--- config.mk ---
export PLATFORM = sky130hd
export DESIGN_NAME = divider_taint_track
export DESIGN_NICKNAME = d
export VERILOG_FILES = /design/src/rtl/divider_taint_track_pkg.sv /design/src/rtl/divider_datapath_taint_track.sv /design/src/rtl/divider_taint_track.sv
export SDC_FILE = /design/constraint.sdc
export NUM_CORES = 2
export LEC_CHECK = 0
export CORE_AREA = 3 3 404 406
export DETAILED_ROUTE_END_ITERATION = 8
export DIE_AREA = 0 0 407 409
export DONT_BUFFER_PORTS = 1
export GPL_ROUTABILITY_DRIVEN = 0
export PLACE_DENSITY = 0.44
export RECOVER_POWER = 100
export SLEW_MARGIN = 20
export SYNTH_ARGS = -nofsm -noshare
export SYNTH_HDL_FRONTEND = slang
export SYNTH_SLANG_ARGS = --single-unit
--- constraint.sdc ---
create_clock -name clk -period 4.6 [get_ports clk]
set_input_delay 0.92 -clock clk [delete_from_list [all_inputs] [get_ports clk]]
set_output_delay 0.92 -clock clk [all_outputs]
set_load 0.005 [all_outputs]
--- src/rtl/divider_taint_track_pkg.sv ---
// Shared definitions for the taint-tracking restoring divider: state encoding,
// counter sizing and the taint OR-reduce helper.
package divider_taint_track_pkg;

  localparam logic [1:0] IDLE = 2'd0;
  localparam logic [1:0] RUN  = 2'd1;
  localparam logic [1:0] DONE = 2'd2;

  // Widest taint vector the OR-reduce helper accepts; callers zero-extend.
  localparam int TAINT_MAX_W = 1024;

  function automatic int counter_width(input int width);
    return $clog2(width + 1);
  endfunction

  // Any tainted bit taints every bit derived from the whole vector; callers
  // replicate the result across the destination width.
  function automatic logic taint_any(input logic [TAINT_MAX_W-1:0] t);
    return |t;
  endfunction

endpackage

--- src/rtl/divider_datapath_taint_track.sv ---
// Remainder/quotient/divisor registers of the restoring divider together with
// the compare/subtract step and its conservative taint propagation.
module divider_datapath_taint_track
  import divider_taint_track_pkg::*;
#(
  parameter int WIDTH = 128
) (
  input  logic             clk,
  input  logic             rst,
  input  logic             load,
  input  logic             step,
  input  logic [WIDTH-1:0] dividend,
  input  logic [WIDTH-1:0] dividend_t,
  input  logic [WIDTH-1:0] divisor,
  input  logic [WIDTH-1:0] divisor_t,
  output logic [WIDTH-1:0] quotient,
  output logic [WIDTH-1:0] quotient_t,
  output logic [WIDTH-1:0] remainder,
  output logic [WIDTH-1:0] remainder_t
);

  logic [WIDTH-1:0] dvd, dvd_t, dsr, dsr_t;
  logic [WIDTH:0]   shifted, shifted_t;
  logic [WIDTH-1:0] diff;
  logic             sub_sel, sub_sel_t, in_any_t;

  assign shifted   = {remainder, dvd[WIDTH-1]};
  assign shifted_t = {remainder_t, dvd_t[WIDTH-1]};
  assign sub_sel   = shifted >= {1'b0, dsr};
  assign sub_sel_t = taint_any(TAINT_MAX_W'(shifted_t)) | taint_any(TAINT_MAX_W'(dsr_t));
  assign in_any_t  = taint_any(TAINT_MAX_W'(divisor_t));
  // The restoring invariant keeps shifted < 2*divisor, so the low bits suffice.
  assign diff      = shifted[WIDTH-1:0] - dsr;

  always_ff @(posedge clk or negedge rst) begin
    if (!rst) begin
      dvd         <= '0;
      dvd_t       <= '0;
      dsr         <= '0;
      dsr_t       <= '0;
      quotient    <= '0;
      quotient_t  <= '0;
      remainder   <= '0;
      remainder_t <= '0;
    end else if (load) begin
      dvd   <= dividend;
      dvd_t <= dividend_t;
      dsr   <= divisor;
      dsr_t <= divisor_t;
      if (divisor == '0) begin
        quotient    <= '1;
        quotient_t  <= {WIDTH{in_any_t}};
        remainder   <= dividend;
        remainder_t <= dividend_t | {WIDTH{in_any_t}};
      end else begin
        quotient    <= '0;
        quotient_t  <= '0;
        remainder   <= '0;
        remainder_t <= '0;
      end
    end else if (step) begin
      dvd        <= {dvd[WIDTH-2:0], 1'b0};
      dvd_t      <= {dvd_t[WIDTH-2:0], 1'b0};
      quotient   <= {quotient[WIDTH-2:0], sub_sel};
      quotient_t <= {quotient_t[WIDTH-2:0], sub_sel_t};
      remainder  <= sub_sel ? diff : shifted[WIDTH-1:0];
      if (sub_sel_t)
        remainder_t <= '1;
      else if (sub_sel && |(shifted_t | {1'b0, dsr_t}))
        remainder_t <= '1;
      else
        remainder_t <= shifted_t[WIDTH-1:0];
    end
  end

endmodule

--- src/rtl/divider_taint_track.sv ---
// Sequential restoring divider with cell-level taint tracking; FSM, cycle
// counter and control taint live here, arithmetic lives in the datapath.
module divider_taint_track
  import divider_taint_track_pkg::*;
#(
  parameter int WIDTH = 128
) (
  input  logic             clk,
  input  logic             rst,
  input  logic             start,
  input  logic             start_t,
  input  logic [WIDTH-1:0] dividend,
  input  logic [WIDTH-1:0] dividend_t,
  input  logic [WIDTH-1:0] divisor,
  input  logic [WIDTH-1:0] divisor_t,
  output logic [WIDTH-1:0] quotient,
  output logic [WIDTH-1:0] quotient_t,
  output logic [WIDTH-1:0] remainder,
  output logic [WIDTH-1:0] remainder_t,
  output logic             quotientDone,
  output logic             quotientDone_t,
  output logic             divByZero,
  output logic             divByZero_t
);

  localparam int CNT_W = counter_width(WIDTH);

  logic [1:0]       state;
  logic             state_t;
  logic [CNT_W-1:0] count;
  logic             accept, step, divisor_zero, divisor_any_t;

  assign accept        = (state == IDLE) && start;
  assign step          = (state == RUN);
  assign divisor_zero  = (divisor == '0);
  assign divisor_any_t = taint_any(TAINT_MAX_W'(divisor_t));

  assign quotientDone_t = state_t & ((state == DONE) || (state == IDLE));

  // The counter only reaches DONE as zero on the divide-by-zero shortcut,
  // so it doubles as the record of which path was taken.
  always_ff @(posedge clk or negedge rst) begin
    if (!rst) begin
      state        <= IDLE;
      state_t      <= 1'b0;
      count        <= '0;
      quotientDone <= 1'b0;
      divByZero    <= 1'b0;
      divByZero_t  <= 1'b0;
    end else begin
      quotientDone <= (state == DONE);
      case (state)
        IDLE: begin
          state_t <= start_t | (start & divisor_any_t);
          if (start) begin
            count       <= '0;
            divByZero   <= 1'b0;
            divByZero_t <= divisor_any_t;
            state       <= divisor_zero ? DONE : RUN;
          end
        end
        RUN: begin
          count <= count + CNT_W'(1);
          if (count == CNT_W'(WIDTH - 1))
            state <= DONE;
        end
        DONE: begin
          divByZero <= (count == '0);
          state     <= IDLE;
        end
        default: state <= IDLE;
      endcase
    end
  end

  divider_datapath_taint_track #(.WIDTH(WIDTH)) u_datapath (
    .clk         (clk),
    .rst         (rst),
    .load        (accept),
    .step        (step),
    .dividend    (dividend),
    .dividend_t  (dividend_t),
    .divisor     (divisor),
    .divisor_t   (divisor_t),
    .quotient    (quotient),
    .quotient_t  (quotient_t),
    .remainder   (remainder),
    .remainder_t (remainder_t)
  );

endmodule
; ---- Yosys cells after proc, flatten, opt, wreduce, memory -nomap -nowiden
; Cells that the tools add are included.
[classes]
addsub = 2
magnitude_cmp = 1
n_eq_ne = 5
mux = 27
bitwise_logic = 6
n_reduce_logical = 17
[op_table]
columns = cell, count
row1 = two-way mux 128 bit, 19
row2 = OR reduction 129 bit, 2
row3 = OR reduction 128 bit, 2
row4 = >= comparator 129 x 128 -> 1 bit, 1
row5 = OR 129 x 128 -> 129 bit, 1
row6 = logical NOT 128 bit, 1
row7 = OR 128 bit, 1
row8 = subtractor 128 bit, 1
row9 = case mux 8 bit (2 select lines), 1
row10 = "adder 8 x 1 -> 8 bit, second input constant", 1
row11 = "== test 8 x 7 -> 1 bit, second input constant", 1
row12 = logical NOT 8 bit, 1
row13 = two-way mux 8 bit, 1
row14 = AND reduction 2 bit, 4
row15 = two-way mux 2 bit, 3
row16 = nonzero test 2 bit, 3
row17 = case mux 2 bit (2 select lines), 1
row18 = AND 1 bit, 2
row19 = "== test 2 x 1 -> 1 bit, second input constant", 1
row20 = "== test 2 bit, second input constant", 1
row21 = logical AND 1 bit, 2
row22 = logical NOT 2 bit, 1
row23 = "inequality test 2 x 1 -> 1 bit, second input constant", 1
row24 = "inequality test 2 bit, second input constant", 1
row25 = other kinds (4), 5
[totals]
ff_bits = 1038
input_bits = 516
output_inout_bits = 516
elab_cells = 72

; ---- Depth between registers and ports, before layout
[logic_depth]
word_depth = 7
ltp_mapped = 19
ltp_nobuf = 16

; ---- Cells and area by module
; From an unflattened synthesis, not the netlist that was laid out.
[unflattened]
cells_unflattened = 6362
hier_area_um2 = 55931.1
[modules_own_cells]
columns = mod, instances, cells_per_inst, area_each_um2
row1 = divider_datapath_taint_track, 1, 6209, 54733.7
row2 = divider_taint_track, 1, 153, 1197.4

; ---- Worst setup path after synthesis
; OpenSTA, ideal clock, no wires.
[synth_path]
kind = reg2reg
from = reg u_datapath.remainder[2]
to = reg u_datapath.remainder[16]
setup_ns = 0.129
t_arrival_ns = 3.566
t_required_ns = 4.471
setup_slack_ns = 0.905
path_stages_with_launch = 16
path_buffers = 2
synth_period_minus_slack_ns = 3.695
cell_sequence = dfrtp_1 -> ha_1 -> a21o_1 -> a21oi_1 -> a21oi_1 -> a311o_1 -> o31a_1 -> a21bo_2 -> a41o_4 -> a41oi_4 -> o21bai_4 -> and2_1 -> buf_2 -> buf_2 -> a221oi_1 -> a21oi_1
[synth_via]
elab_chain_len = 4
elab_cells_between_ends = 5
[synth_rtl]
columns = element, line
row1 = start: declaration, divider_datapath_taint_track.sv:18  ; output logic [WIDTH-1:0] remainder,
row2 = start signal: assignment, divider_datapath_taint_track.sv:53  ; remainder <= dividend;
row3 = start signal: assignment, divider_datapath_taint_track.sv:66  ; remainder <= sub_sel ? diff : shifted[WIDTH-1:0];
row4 = subtractor 128 bit or >= comparator 129 x 128 -> 1 bit (tied branches), "divider_datapath_taint_track.sv:33, divider_datapath_taint_track.sv:29"
row5 = two-way mux 128 bit *, divider_datapath_taint_track.sv:66
row6 = two-way mux 128 bit *, divider_datapath_taint_track.sv:61  ; end else if (step) begin
row7 = two-way mux 128 bit *, divider_datapath_taint_track.sv:45  ; end else if (load) begin
; Mark *: on every way between the ends. The rest lies on a longest branch, timed or not. The select of a mux whose other input is x is not followed.
; A chain may end at the register's enable or synchronous reset.

; ---- Worst setup path after layout
[layout_path]
from = reg u_datapath.dsr_t[55]
to = reg u_datapath.remainder_t[126]
[layout_via]
elab_chain_len = 7
elab_cells_between_ends = 9
[layout_rtl]
columns = element, line
row1 = start: declaration, divider_datapath_taint_track.sv:22  ; logic [WIDTH-1:0] dvd, dvd_t, dsr, dsr_t;
row2 = start signal: assignment, divider_datapath_taint_track.sv:49  ; dsr_t <= divisor_t;
row3 = OR 129 x 128 -> 129 bit, divider_datapath_taint_track.sv:69  ; else if (sub_sel && |(shifted_t | {1'b0, dsr_t}))
row4 = OR reduction 129 bit, divider_datapath_taint_track.sv:69
row5 = logical AND 1 bit, divider_datapath_taint_track.sv:69
row6 = two-way mux 128 bit, divider_datapath_taint_track.sv:69
row7 = two-way mux 128 bit *, divider_datapath_taint_track.sv:67  ; if (sub_sel_t)
row8 = two-way mux 128 bit *, divider_datapath_taint_track.sv:61
row9 = two-way mux 128 bit *, divider_datapath_taint_track.sv:45
row10 = end signal: assignment, divider_datapath_taint_track.sv:54  ; remainder_t <= dividend_t | {WIDTH{in_any_t}};
row11 = end signal: assignment, divider_datapath_taint_track.sv:72  ; remainder_t <= shifted_t[WIDTH-1:0];
row12 = end: declaration, divider_datapath_taint_track.sv:19  ; output logic [WIDTH-1:0] remainder_t
; Marks and branches as above.

==> run_results.csv <==
group,metric,value,unit
clock_network,numCtsBuffers,121,
placement,port_buffers,0,
layout,area_growth,12.4,%
global_routing,antenna_found_initial,14,
worst_setup_path,worstPathRequired,5190,ps
logic_synthesis,yosysTopAreaCellShare,49.3,%
worst_setup_path,critPathMaxFanout,35,
floorplan,die_w,407,um
power,seqPwrFrac,46.7,%
power,switching_power,4.49,mW
logic_synthesis,async_flop_share,100,%
floorplan,die_area,0.166,mm2
global_routing,globalRouteOverflowTotal,0,
route,drt_iter0_markers,4777,
sta,setup-violations-final,0,
clock_network,htreeDepth,3,
logic_synthesis,synth_ff_type,"dfrtp_1",
route,drtPass1Iterations,6,
sta,rsz0062_at_grt,"false",
route,drc,0,
layout,final_common_cell,"nand2_1",
worst_setup_path,arrival,5130,ps
floorplan,rows,147,
floorplan,start_util,32.9,%
sta,skew,40.5,ps
clock_network,clock_latency,770,ps
logic_synthesis,synth_cell_types,76,
clock_network,cts_tree,"yes",
status,status,"finished, violations left",
sta,finalSetupTns,0,ps
layout,mostFrequentLayoutCells,"nand2_1, dfrtp_1, nor2_1, a21oi_1, o21ai_0",
logic_synthesis,synth_seq_cells,1038,
logic_synthesis,yosys-top-cells-area,"dfrtp_1, nand2_1, a21oi_1",
placement,hpwl,163000,um
worst_setup_path,cp-end-kind,"register",
route,drt_wl_total,226000,um
route,via_per_inst,5.61,
sta,max_freq,220,MHz
power,vdd_drop_max,302,uV
power,pwr-share-clk,51.8,%
power,pwr_density_cell,331,mW/mm2
route,vias,47000,
sta,layout_min_cycle_time,4540,ps
layout,utilization,37.0,%
logic_synthesis,synth_top_area_cell,"dfrtp_1",
floorplan,placeableCoreArea,0.160,mm2
global_routing,grt_pass1_wl,327000,um
layout,nets,6753,
clock_network,clock_path_buffers,3,
logic_synthesis,ys_seq_area_share,49.3,%
floorplan,die_y,409,um
worst_setup_path,path_class,"reg2reg",
worst_setup_path,startpoint_type,"register",
global_routing,grt_max_degree,1039,
logic_synthesis,synth_enable_flop_cells,0,
logic_synthesis,syn_avg_cell_area,8.37,um2
logic_synthesis,synth_nets,6945,
layout,fillers,16600,
clock_network,clockRootBuffer,"clkbuf_16",
run,drv_cap,9,
route,avgRoutedWirePerCell,27.0,um
sta,worst_slew_pin_slew,2240,ps
logic_synthesis,ys_warn_count,0,
min_path,hp-class,"in2async",
clock_network,cts.sinks,1038,
sta,slew_violations,1158,
power,switching_share,22.9,%
clock_network,clkTransAtPathRegs,60,ps
power,combPwrFrac,1.4,%
sta,slew_headroom,-49.6,%
status,violations,"capacitance limit, slew limit",
layout,drive_gt1_share,5.69,%
logic_synthesis,postSynthCellCount,6298,
sta,final_hold_viol_count,0,
logic_synthesis,syn_area,0.0527,mm2
power,p_int,15.1,mW
floorplan,io_pins,1032,
route,detail-route-antenna-nets,0,
sta,fin_crit_sh,98.8,%
global_routing,grt_pass1_vias,45800,
power,p_leak,25.9,nW
global_routing,grtUsageTotal,26.1,%
## cell usage after synthesis, drive strengths merged, types with 130 or more instances
master,instances
clkbuf,409
inv,171
dfrtp,1038
o21ai,459
nand2,1551
a22oi,146
a21oi,537
o211ai,136
a31oi,154
nor2,680
ha,130
nor4,143
## power groups by stage
stage	clock, mW	sequential [mW]	combinational, mW
floorplan	0	9.32	0.0580
global placement	0	9.32	0.0881
detailed placement	0	9.32	0.0871
CTS	10.4	9.16	0.0879
global route	10.8	9.15	0.326
finish	10.2	9.16	0.282
## final timing paths
kind,slack (ps),startpoint,cells past startpoint,endpoint
max in group asynchronous,550,rst,4,u_datapath.quotient_t[91]$_DFFE_PN0P_
worst min register to register,470,u_datapath.dsr_t[111]$_DFFE_PN0P_,2,u_datapath.dsr_t[111]$_DFFE_PN0P_
min in group clk,260,divisor_t[119],2,u_datapath.dsr_t[119]$_DFFE_PN0P_
worst max-delay path,60,u_datapath.dsr_t[55]$_DFFE_PN0P_,8,u_datapath.remainder_t[126]$_DFFE_PN0P_
worst max register to register,60,u_datapath.dsr_t[55]$_DFFE_PN0P_,8,u_datapath.remainder_t[126]$_DFFE_PN0P_
worst min-delay path,70,rst,1,u_datapath.quotient[121]$_DFFE_PN0P_
## kinds of logic (layout without fill, tap and decap cells)
group / count (synthesis) / in the layout / synth area share [%]
AND/OR/NAND/NOR: 2644 / 2645 / 20.7
flip-flops: 1038 / 1038 / 49.3
multiplexers: 9 / 9 / 0.176
AO/OA/AOI/OAI: 1731 / 1731 / 20.1
buffers and inverters: 623 / 531 / 4.54
adder cells (fa/ha/maj): 131 / 131 / 3.12
other: 0 / 11 / 0
XOR/XNOR: 122 / 122 / 2.03
## routing by layer
layer | GRT usage, % | part of all wire, %
met5 | 0 | 0.015
met4 | 7.95 | 3.2
met3 | 6.83 | 8.4
met2 | 42.2 | 47
met1 | 34.1 | 42
## per-stage QoR
stage          instances  hold WS (ps)  instance area, um2  worst slack (ps)  power [mW]
2_1_floorplan       6298           437               52700               905        9.37
3_3_place_gp        8131           451               55100              81.0        9.41
3_5_place_dp        8131           456               55100              36.7        9.41
4_1_cts             8355          -198               59200              21.3        19.7
5_1_grt             8372           152               59200              16.9        20.3
6_report            8378          72.7               59200              55.7        19.6
## sequential cells by signal, summed over array words and instances (netlist names), 2 cells and up
register	flops
u_datapath.quotient	128
state	2
u_datapath.remainder	128
u_datapath.dsr_t	128
u_datapath.dsr	128
u_datapath.dvd	128
u_datapath.quotient_t	128
count	8
u_datapath.dvd_t	128
u_datapath.remainder_t	128
## layout make-up
| type | instances | area, um2 | share of cell area (%) |
|---|---|---|---|
| Multi-Input combinational cell | 4638 | 24400 | 41.3 |
| Timing Repair Buffer | 136 | 1290 | 2.17 |
| Antenna cell | 11 | 27.5 | 0.0465 |
| Sequential cell | 1038 | 26000 | 43.9 |
| Clock buffer | 183 | 3580 | 6.05 |
| Inverter | 171 | 642 | 1.08 |
| Clock inverter | 41 | 577 | 0.974 |
| Tap cell | 2160 | 2700 | 4.56 |
## critical path: stages, from the launching register on
cell	delay [ps]
dfrtp_1	380
nor4_1	800
nand4_1	360
nor4_1	860
buf_4	240
and4_1	180
a21o_1	770
clkbuf_4	650
a21oi_1	130
## timing repair
item                                   in CTS  in global routing
buffers inserted                            0                  2
setup endpoints to repair                   1                 49
gates cloned                                0                  1
pin swaps                                   0                  2
endpoints found under the hold margin     495                 35
gates resized for setup                     1                  7
No activity file was read; power rests on OpenSTA's default activity.
